File: config.mk
export PLATFORM = sky130hd
export DESIGN_NAME = snake_body_sequencer_flat
export DESIGN_NICKNAME = d
export VERILOG_FILES = /design/src/rtl/snake_body_sequencer_if.sv /design/src/rtl/snake_body_sequencer.sv /design/src/flat_wrapper.sv
export SDC_FILE = /design/constraint.sdc
export NUM_CORES = 1
export LEC_CHECK = 0
export BUFFER_PORTS_ARGS = -buffer_cell sky130_fd_sc_hd__buf_2
export CORE_AREA = 3 3 157 274
export DETAILED_ROUTE_END_ITERATION = 6
export DIE_AREA = 0 0 160 277
export PLACE_DENSITY = 0.7
export SLEW_MARGIN = 20
export SYNTH_ARGS = -nofsm -noshare
export SYNTH_HDL_FRONTEND = slang
export SYNTH_SLANG_ARGS = --single-unit
export TNS_END_PERCENT = 30
File: constraint.sdc
create_clock -name clk -period 4.6 [get_ports clk]
set_input_delay 0.23 -clock clk [delete_from_list [all_inputs] [get_ports clk]]
set_output_delay 0.23 -clock clk [all_outputs]
set_load 0.02 [all_outputs]
File: src/rtl/snake_body_sequencer_if.sv
// snake_body_sequencer_if: game FSM / renderer / collision signals around the segment store
interface snake_body_sequencer_if #(
  parameter int IDX_W = 5,
  parameter int X_W   = 6,
  parameter int Y_W   = 5
);
  logic             update_snake;
  logic             grow;
  logic             reset_game;
  logic [1:0]       direction;
  logic             rd_req;
  logic [IDX_W-1:0] rd_idx;
  logic             rd_valid;
  logic [X_W-1:0]   rd_x;
  logic [Y_W-1:0]   rd_y;
  logic [X_W-1:0]   head_x;
  logic [Y_W-1:0]   head_y;
  logic [IDX_W:0]   length;
  logic             busy;
  logic             done;
  logic             wall_hit;
  logic             self_hit;
  logic             overrun;
  modport master (
    output update_snake, grow, reset_game, direction, rd_req, rd_idx,
    input  rd_valid, rd_x, rd_y, head_x, head_y, length, busy, done, wall_hit, self_hit, overrun
  );
  modport slave (
    input  update_snake, grow, reset_game, direction, rd_req, rd_idx,
    output rd_valid, rd_x, rd_y, head_x, head_y, length, busy, done, wall_hit, self_hit, overrun
  );
endinterface

File: src/rtl/snake_body_sequencer.sv
// snake_body_sequencer: segment store sequencing shift, head write and self-collision scan per update
module snake_body_sequencer #(
  parameter int MAX_LEN  = 32,
  parameter int INIT_LEN = 3,
  parameter int GRID_W   = 40,
  parameter int GRID_H   = 30,
  parameter int START_X  = 20,
  parameter int START_Y  = 15,
  parameter int X_W      = 6,
  parameter int Y_W      = 5,
  parameter int IDX_W    = 5
) (
  input logic clk,
  input logic rstn,
  snake_body_sequencer_if.slave bus
);
  typedef enum logic [2:0] {INIT, IDLE, SHIFT, HEAD, CHECK} state_t;
  state_t           state_q;
  logic [IDX_W-1:0] i_q;
  logic [IDX_W:0]   len_q;
  logic [1:0]       dir_q;
  logic [X_W-1:0]   nx_q, rd_x_q;
  logic [Y_W-1:0]   ny_q, rd_y_q;
  logic             hit_q, rd_valid_q, done_q, wall_q, self_q, overrun_q;
  logic [X_W-1:0]   seg_x [MAX_LEN];
  logic [Y_W-1:0]   seg_y [MAX_LEN];
  logic [1:0]       dir_d;
  logic [X_W-1:0]   nx_d, wx;
  logic [Y_W-1:0]   ny_d, wy;
  logic [IDX_W:0]   len_d;
  logic [IDX_W-1:0] wa;
  logic             wall_d, hit_d, we, rd_ok, rd_in;

  // next-head geometry, store write port selection and read acceptance
  always_comb begin
    dir_d  = (bus.direction == (dir_q ^ 2'b10)) ? dir_q : bus.direction;
    nx_d   = dir_d == 2'b01 ? seg_x[0] + 1'b1 : dir_d == 2'b11 ? seg_x[0] - 1'b1 : seg_x[0];
    ny_d   = dir_d == 2'b10 ? seg_y[0] + 1'b1 : dir_d == 2'b00 ? seg_y[0] - 1'b1 : seg_y[0];
    wall_d = (dir_d == 2'b00 && seg_y[0] == '0) || (dir_d == 2'b01 && seg_x[0] == X_W'(GRID_W - 1)) ||
             (dir_d == 2'b10 && seg_y[0] == Y_W'(GRID_H - 1)) || (dir_d == 2'b11 && seg_x[0] == '0);
    len_d  = (bus.grow && len_q != (IDX_W+1)'(MAX_LEN)) ? len_q + 1'b1 : len_q;
    hit_d  = hit_q | (seg_x[0] == seg_x[i_q] && seg_y[0] == seg_y[i_q]);
    we     = !bus.reset_game && (state_q == INIT || state_q == SHIFT || state_q == HEAD);
    wa     = state_q == HEAD ? '0 : i_q;
    wx     = state_q == INIT ? X_W'(START_X) - X_W'(i_q) : state_q == SHIFT ? seg_x[i_q - 1'b1] : nx_q;
    wy     = state_q == INIT ? Y_W'(START_Y) : state_q == SHIFT ? seg_y[i_q - 1'b1] : ny_q;
    rd_ok  = state_q == IDLE && !bus.update_snake && bus.rd_req;
    rd_in  = {1'b0, bus.rd_idx} < len_q;
  end

  // segment store: initial pose, tail-first shift, then new head
  always_ff @(posedge clk) begin
    if (we) begin
      seg_x[wa] <= wx;
      seg_y[wa] <= wy;
    end
  end

  // update sequencer with registered status pulses and read data
  always_ff @(posedge clk or negedge rstn) begin
    if (!rstn) begin
      state_q    <= INIT;
      i_q        <= '0;
      len_q      <= (IDX_W+1)'(INIT_LEN);
      dir_q      <= 2'b01;
      nx_q       <= '0;
      ny_q       <= '0;
      hit_q      <= 1'b0;
      rd_valid_q <= 1'b0;
      rd_x_q     <= '0;
      rd_y_q     <= '0;
      done_q     <= 1'b0;
      wall_q     <= 1'b0;
      self_q     <= 1'b0;
      overrun_q  <= 1'b0;
    end else begin
      done_q     <= 1'b0;
      wall_q     <= 1'b0;
      self_q     <= 1'b0;
      rd_valid_q <= rd_ok;
      if (rd_ok) begin
        rd_x_q <= rd_in ? seg_x[bus.rd_idx] : '0;
        rd_y_q <= rd_in ? seg_y[bus.rd_idx] : '0;
      end
      if (bus.update_snake && state_q != IDLE) overrun_q <= 1'b1;
      if (bus.reset_game) begin
        state_q   <= INIT;
        i_q       <= '0;
        len_q     <= (IDX_W+1)'(INIT_LEN);
        dir_q     <= 2'b01;
        overrun_q <= 1'b0;
      end else begin
        case (state_q)
          INIT: begin
            i_q <= i_q + 1'b1;
            if (i_q == IDX_W'(INIT_LEN - 1)) state_q <= IDLE;
          end
          IDLE: begin
            if (bus.update_snake) begin
              dir_q <= dir_d;
              if (wall_d) begin
                done_q <= 1'b1;
                wall_q <= 1'b1;
              end else begin
                len_q   <= len_d;
                i_q     <= IDX_W'(len_d - 1'b1);
                nx_q    <= nx_d;
                ny_q    <= ny_d;
                state_q <= SHIFT;
              end
            end
          end
          SHIFT: begin
            i_q <= i_q - 1'b1;
            if (i_q == IDX_W'(1)) state_q <= HEAD;
          end
          HEAD: begin
            i_q     <= IDX_W'(1);
            hit_q   <= 1'b0;
            state_q <= CHECK;
          end
          CHECK: begin
            if ({1'b0, i_q} == len_q - 1'b1) begin
              done_q  <= 1'b1;
              self_q  <= hit_d;
              state_q <= IDLE;
            end else begin
              hit_q <= hit_d;
              i_q   <= i_q + 1'b1;
            end
          end
          default: state_q <= INIT;
        endcase
      end
    end
  end

  assign bus.rd_valid = rd_valid_q;
  assign bus.rd_x     = rd_x_q;
  assign bus.rd_y     = rd_y_q;
  assign bus.head_x   = seg_x[0];
  assign bus.head_y   = seg_y[0];
  assign bus.length   = len_q;
  assign bus.busy     = state_q != IDLE;
  assign bus.done     = done_q;
  assign bus.wall_hit = wall_q;
  assign bus.self_hit = self_q;
  assign bus.overrun  = overrun_q;
endmodule

File: src/flat_wrapper.sv
// flat-port wrapper written by rule: the top's interface ports become plain ports
module snake_body_sequencer_flat 
#(
  parameter int MAX_LEN  = 32,
  parameter int INIT_LEN = 3,
  parameter int GRID_W   = 40,
  parameter int GRID_H   = 30,
  parameter int START_X  = 20,
  parameter int START_Y  = 15,
  parameter int X_W      = 6,
  parameter int Y_W      = 5,
  parameter int IDX_W    = 5
)
  (clk, rstn, bus_update_snake, bus_grow, bus_reset_game, bus_direction, bus_rd_req, bus_rd_idx, bus_rd_valid, bus_rd_x, bus_rd_y, bus_head_x, bus_head_y, bus_length, bus_busy, bus_done, bus_wall_hit, bus_self_hit, bus_overrun);
  snake_body_sequencer_if #(.IDX_W(IDX_W), .X_W(X_W), .Y_W(Y_W)) bus_i ();
  input logic clk;
  input logic rstn;
  input wire logic [$bits(bus_i.update_snake)-1:0] bus_update_snake;
  input wire logic [$bits(bus_i.grow)-1:0] bus_grow;
  input wire logic [$bits(bus_i.reset_game)-1:0] bus_reset_game;
  input wire logic [$bits(bus_i.direction)-1:0] bus_direction;
  input wire logic [$bits(bus_i.rd_req)-1:0] bus_rd_req;
  input wire logic [$bits(bus_i.rd_idx)-1:0] bus_rd_idx;
  output wire logic [$bits(bus_i.rd_valid)-1:0] bus_rd_valid;
  output wire logic [$bits(bus_i.rd_x)-1:0] bus_rd_x;
  output wire logic [$bits(bus_i.rd_y)-1:0] bus_rd_y;
  output wire logic [$bits(bus_i.head_x)-1:0] bus_head_x;
  output wire logic [$bits(bus_i.head_y)-1:0] bus_head_y;
  output wire logic [$bits(bus_i.length)-1:0] bus_length;
  output wire logic [$bits(bus_i.busy)-1:0] bus_busy;
  output wire logic [$bits(bus_i.done)-1:0] bus_done;
  output wire logic [$bits(bus_i.wall_hit)-1:0] bus_wall_hit;
  output wire logic [$bits(bus_i.self_hit)-1:0] bus_self_hit;
  output wire logic [$bits(bus_i.overrun)-1:0] bus_overrun;
  assign bus_i.update_snake = bus_update_snake;
  assign bus_i.grow = bus_grow;
  assign bus_i.reset_game = bus_reset_game;
  assign bus_i.direction = bus_direction;
  assign bus_i.rd_req = bus_rd_req;
  assign bus_i.rd_idx = bus_rd_idx;
  assign bus_rd_valid = bus_i.rd_valid;
  assign bus_rd_x = bus_i.rd_x;
  assign bus_rd_y = bus_i.rd_y;
  assign bus_head_x = bus_i.head_x;
  assign bus_head_y = bus_i.head_y;
  assign bus_length = bus_i.length;
  assign bus_busy = bus_i.busy;
  assign bus_done = bus_i.done;
  assign bus_wall_hit = bus_i.wall_hit;
  assign bus_self_hit = bus_i.self_hit;
  assign bus_overrun = bus_i.overrun;
  snake_body_sequencer #(.MAX_LEN(MAX_LEN), .INIT_LEN(INIT_LEN), .GRID_W(GRID_W), .GRID_H(GRID_H), .START_X(START_X), .START_Y(START_Y), .X_W(X_W), .Y_W(Y_W), .IDX_W(IDX_W)) u_core (.clk(clk), .rstn(rstn), .bus(bus_i));
endmodule
* Yosys cells after proc, flatten, opt, wreduce, memory -nomap -nowiden
Memory sizes are Yosys's and may differ from the RTL's. Cells that the tools add are included.
Operators by class: equal/unequal tests 25, reduce and logical (&&, ||, !) cells 32, bitwise gates (word level) 4, divide/modulo/power cells 0, multipliers 0, add/subtract/negate cells 10, muxes and demuxes 48, shift operators 0, magnitude comparators 1
Operator list (number):
- $mux W6 | 10
- $mux W5 | 10
- $pmux W5 S5 | 1
- $mux W3 | 6
- $ne A3 B3 Y1 const B | 5
- $pmux W3 S5 | 1
- $sub A5 B1 Y5 const B | 3
- $mux W1 | 14
- $add A6 B1 Y6 const B | 2
- $sub A6 B1 Y6 const B | 2
- $add A5 B1 Y5 const B | 2
- $logic_and A1 B1 Y1 | 10
- $mux W2 | 4
- $reduce_and A4 Y1 | 2
- $reduce_bool A2 Y1 | 4
- $eq A3 B2 Y1 const B | 2
- $eq A5 B6 Y1 | 1
- $eq A6 B6 Y1 | 1
- $eq A6 B6 Y1 const B | 1
- $logic_not A6 Y1 | 1
- $lt A5 B6 Y1 | 1
- $ne A6 B6 Y1 const B | 1
- $reduce_and A3 Y1 | 2
- $reduce_bool A6 Y1 | 1
- 23 further kinds | 33
Storage, ports and cells: input bits 13, memories 2, bits in registers 44, logic and storage cells 136, latch bits 0, bits in writable memories 352, output and inout bits 34, memory bits (read-only) 0
Memory list:
- u_core.seg_x | depth 32, width 6, rd ports 4, clocked after Yosys merged registers in 0, wr ports 1, line snake_body_sequencer.sv:25 | logic [X_W-1:0] seg_x [MAX_LEN];
- u_core.seg_y | depth 32, width 5, rd ports 4, clocked after Yosys merged registers in 0, wr ports 1, line snake_body_sequencer.sv:26 | logic [Y_W-1:0] seg_y [MAX_LEN];

* Logic depth before layout (Yosys ltp)
word-level depth 12, gate-level depth with buffers 15, depth with buffers taken out 11

* Worst setup path before layout
No wires, ideal clock.
path type register -> register, from register u_core.i_q[1], to memory u_core.seg_y[0][4] (data pin), data required time 4.146 ns, setup slack -0.310 ns, library setup time 0.454 ns, arrival time 4.456 ns, stages on the path, launching flop included 15, period minus slack after synthesis 4.910 ns, path buffers 8, path through dfrtp_1 -> buf_6 -> buf_8 -> buf_12 -> buf_6 -> clkbuf_1 -> inv_1 -> ha_1 -> clkbuf_1 -> clkbuf_1 -> clkbuf_1 -> mux4_2 -> mux4_2 -> mux2i_1 -> o21ai_0
On the way: cells in the longest elaborated chain, start to end 4
Ends and longest elaborated chain:
- start: declaration | line snake_body_sequencer.sv:19 | logic [IDX_W-1:0] i_q;
- start signal: assignment | line snake_body_sequencer.sv:95 | i_q <= i_q + 1'b1;
- start signal: assignment | line snake_body_sequencer.sv:106 | i_q <= IDX_W'(len_d - 1'b1);
- start signal: assignment | line snake_body_sequencer.sv:114 | i_q <= i_q - 1'b1;
- $sub A5 B1 Y5 | line snake_body_sequencer.sv:46 | wy = state_q == INIT ? Y_W'(START_Y) : state_q == SHIFT ? seg_y[i_q - 1'b1] : ny_q;
- $mem_v2 Z32 W5
- $mux W5 (2 in series) | line snake_body_sequencer.sv:46
- named net u_core.wy[4] | line snake_body_sequencer.sv:29 | logic [Y_W-1:0] ny_d, wy;
- end: declaration | line snake_body_sequencer.sv:26
The timed path passes the listed nets, and every way through them passes these cells.

* Worst setup path after layout
from register u_core.i_q[1], to memory u_core.seg_x[28][3] (data pin)
On the way: cells in the longest elaborated chain, start to end 4, elaborated cells between the ends (all ways) 5, those cells by class add/sub: 2; mux: 2; memory: 1
Ends and longest elaborated chain:
- $sub A5 B1 Y5 | line snake_body_sequencer.sv:45 | wx = state_q == INIT ? X_W'(START_X) - X_W'(i_q) : state_q == SHIFT ? seg_x[i_q - 1'b1] : nx_q;
- $mem_v2 Z32 W6
- $mux W6 | line snake_body_sequencer.sv:45
- $mux W6 (*) | line snake_body_sequencer.sv:45
- named net u_core.wx[3] | line snake_body_sequencer.sv:28 | logic [X_W-1:0] nx_d, wx;
- end: declaration | line snake_body_sequencer.sv:25
Mark *: on every way through the listed nets, which the timed path passes. The rest lies on a longest branch.

==> impl_metrics.tcl <==
set metrics [dict create \
    dpl.hpwl_microns 50500 \
    synth_edf_count 352 \
    period_needed_ns 3.84 \
    track_usage_pct 33.4 \
    row_count 98 \
    p_switching_mw 5.49 \
    utilization_pct 60.8 \
    cts.clk_slew.worst_paths_ns 0.07 \
    synth_seq_area_share_pct 52.0 \
    switching_share_pct 37.8 \
    tns_ns 0 \
    finClkSkew_ns 0.0454 \
    overflow 0 \
    status "finished clean" \
    synth_warnings 0 \
    syn_inst 1358 \
    timing.slew.headroom_pct 29.6 \
    critPathMaxFanout 40 \
    grt_max_degree 61 \
    dieArea_sq_um 44300 \
    vias 15000 \
    drive_above_1_share_pct 35.2 \
    power_leakage_nw 8.12 \
    vias_per_cell 7.51 \
    critPathRequiredTime_ns 4.78 \
    max_stage_delay_ns 0.76 \
    crit_type "flip-flop to flip-flop" \
    start_util_pct 54.8 \
    grt_pass1_vias 14900 \
    hold_path_depth 3 \
    mappedNetlistArea_sq_um 22500 \
    r2r-start "u_core.i_q[1]$_DFFE_PN0P_" \
    synth_top_area_cell "edfxtp_1" \
    synthArstFlopShare_pct 11.1 \
    clock_path_buffers 3 \
    min_to "u_core.bus.done$_DFF_PN0_" \
    synth.distinct_cells 60 \
    cts_setup_buffers 0 \
    syn_area_per_cell_sq_um 16.5 \
    antenna_found_initial 1 \
    io_pins 47 \
    htree_levels 2 \
    rrSetupSlack_ns 0.76 \
    ys_ff_latch 396 \
    wl_per_cell_microns 37.1 \
    grt_pass1_wl_microns 106000 \
    multi_input_area_sq_um 10200 \
    slowest_stage "dfrtp_4" \
    hold_class "input pin to flip-flop" \
    yosys.area.top_type_share_pct 47.1 \
    final_nets 1453 \
    fmax_mhz 261 \
    cts_buffers 38 \
    ff2ff_path_depth 9 \
    cp_cell_sequence "inv_1, ha_4, buf_12, mux4_2, mux4_2, mux2i_1, nand2_1, o21ai_0, o21ai_4" \
    drt_iter0_drc 2220 \
    cp_common_cell "mux4_2" \
    die_h_microns 277 \
    seqCellArea_sq_um 11700 \
    ant_nets 0 \
    slew_violations 0 \
    area_delta_synth_final_pct 10.8 \
    internal_power_mw 9.05 \
    combPwrFrac_pct 43.6 \
    setup_viol 0 \
    pwr-share-clk_pct 20.7 \
    die_w_microns 160 \
    synth_area_leaders "edfxtp_1 (47%), mux4_2 (28%), dfrtp_1 (4.6%)" \
    clk_latency_ns 0.58 \
    tightest_slew_ns 1.06 \
    rsz0062_at_grt "no" \
    numPortBuffers 46 \
    critPathLaunchType "flip-flop" \
    synthFlopType "edfxtp_1" \
    first_pass_iters 6 \
    cts.sinks 396 \
    critPathArrivalTime_ns 4.02 \
    cts_tree "yes" \
    drcViolationCount 0 \
    syn_nets 1390 \
    root_buffer "clkbuf_16" \
    min_from "bus_update_snake" \
    peakVddDrop_mv 0.502 \
    worst_setup_path_end_kind "flip-flop" \
    drt-total-wl_microns 74300 \
    drv_cap 0 \
    core_area_sq_um 41000 \
    hold_viol_final 0 \
    r2r_end "u_core.seg_x[28][3]$_DFFE_PP_" \
    period_share_pct 83.4 \
    power.density_nw_per_um2 585 \
    place_congestion 0.955 \
    p_seq_share_pct 35.7 \
    n_fill_cell 3004 \
    cts_resized 0 \
]
-- critical path, delay by kind of cell (launching register included) --
family                     cells  cell delay [ns]
buffers and inverters          2             0.47
AOI/OAI and AO/OA              2             0.44
and+or+nand+nor                1             0.11
muxes                          3             1.28
adders and majority gates      1             0.35
DFF                            1             0.76
-- kinds of logic after synthesis --
logic type | after synthesis | share of synthesized area [%]
AOI/OAI and AO/OA | 168 | 5.14
DFF | 396 | 52.0
adders and majority gates | 19 | 1.06
xor gates and xnor gates | 47 | 1.83
buffers and inverters | 137 | 2.89
and+or+nand+nor | 218 | 4.59
muxes | 373 | 32.5
-- how the worst max path moves through the flow --
stage,start,to,slack (ns),cells past startpoint
6_report,u_core.i_q[1]$_DFFE_PN0P_,u_core.seg_x[28][3]$_DFFE_PP_,0.76,9
3_5_place_dp,u_core.i_q[1]$_DFFE_PN0P_,u_core.seg_x[28][3]$_DFFE_PP_,0.70,9
3_3_place_gp,u_core.i_q[1]$_DFFE_PN0P_,u_core.seg_x[30][3]$_DFFE_PP_,0.76,9
5_1_grt,u_core.i_q[1]$_DFFE_PN0P_,u_core.seg_x[13][3]$_DFFE_PP_,0.69,9
2_1_floorplan,u_core.i_q[1]$_DFFE_PN0P_,u_core.seg_x[0][1]$_DFFE_PP_,-0.12,15
4_1_cts,u_core.i_q[1]$_DFFE_PN0P_,u_core.seg_x[29][3]$_DFFE_PP_,0.66,9
-- power by group through the flow --
stage	logic, mW	registers, mW	clock network [mW]
floorplan	4.28	5.03	0
global placement	6.06	5.23	0
detailed placement	6.17	5.24	0
CTS	6.18	5.17	3.04
global route	6.57	5.21	3.18
finish	6.34	5.19	3.02
-- cells in the final DEF, fill, tap and decap left out, types with 9 or more instances in the layout --
cell       synthesis  layout
o21ai_0           30      24
a22oi_1           28      28
inv_1             21      21
buf_2             29      43
nor2_1            68      67
clkinv_1           0       9
o31ai_1           13      13
edfxtp_1         352     352
o221ai_1          10      10
nor2b_1           11      11
nand3_1           17      17
mux4_2           283     283
mux2i_1           77      77
nand2_1           56      56
nand4_1           13      13
clkbuf_16          0      39
nor3_1            12      12
buf_4              7      86
mux2_2            12      12
ha_1              19      18
xnor2_1           39      37
a21oi_1           35      35
dfrtp_1           41      38
-- registers in the layout, indices dropped and copies added, names as in the netlist, 5 cells and up --
name / count
u_core.bus.rd_x: 6
u_core.seg_x: 192
u_core.bus.length: 6
u_core.ny_q: 5
u_core.nx_q: 6
u_core.seg_y: 160
u_core.i_q: 5
u_core.bus.rd_y: 5
-- layout make-up --
type | instances | share of cell area [%]
antenna | 1 | 0.0101
sequential | 396 | 47.0
clock inverter | 22 | 0.644
inverter | 21 | 0.317
tap | 550 | 2.77
clock buffer | 47 | 4.04
timing repair buffer | 139 | 4.19
multi-input combinational | 825 | 41.1
-- Yosys cell counts (4+ instances only) --
| library cell | n |
|---|---|
| a211oi_1 | 7 |
| dfrtp_1 | 41 |
| nand2b_1 | 7 |
| buf_6 | 6 |
| nand3_1 | 17 |
| o31ai_1 | 13 |
| xnor2_1 | 39 |
| o21a_1 | 4 |
| buf_4 | 7 |
| mux4_2 | 283 |
| and3_1 | 8 |
| nand4_1 | 13 |
| o21ai_0 | 30 |
| buf_2 | 29 |
| nor3b_1 | 4 |
| clkbuf_1 | 58 |
| nor2b_1 | 11 |
| or3_1 | 7 |
| a21oi_1 | 35 |
| inv_1 | 21 |
| edfxtp_1 | 352 |
| o22ai_1 | 5 |
| xor2_1 | 8 |
| mux2i_1 | 77 |
| a22o_1 | 5 |
| o22a_1 | 5 |
| nor3_1 | 12 |
| buf_1 | 14 |
| a31oi_1 | 5 |
| ha_1 | 19 |
| and2_1 | 5 |
| nand2_1 | 56 |
| o221ai_1 | 10 |
| nor2_1 | 68 |
| mux2_2 | 12 |
| a22oi_1 | 28 |
-- metrics by stage --
step                      hold slack [ns]  total power, mW  cell area, sq um  setup slack [ns]  cells
final                              0.0148             14.5             24900             0.762   2001
after global routing               0.0580             15.0             24900             0.691   2000
after CTS                         0.00519             14.4             24800             0.661   2000
after detailed placement            0.466             11.4             23700             0.702   1930
after global placement              0.458             11.3             23700             0.759   1930
after floorplan                   -0.0656             9.30             22500            -0.121   1358
-- routing by layer --
layer	GRT usage [%]	vias up	part of all wire, %
met3	8.41	351	12
li1	-	5797	-
met4	23.9	0	9.7
met5	0	-	0
met1	40.0	7594	32
met2	52.6	1277	46
-- repair_timing --
action                                 4_1_cts  5_1_grt
setup endpoints to repair                    0        0
endpoints found under the hold margin       41        0
hold buffers                                 1        0
Power figures use the tool's default switching activity.
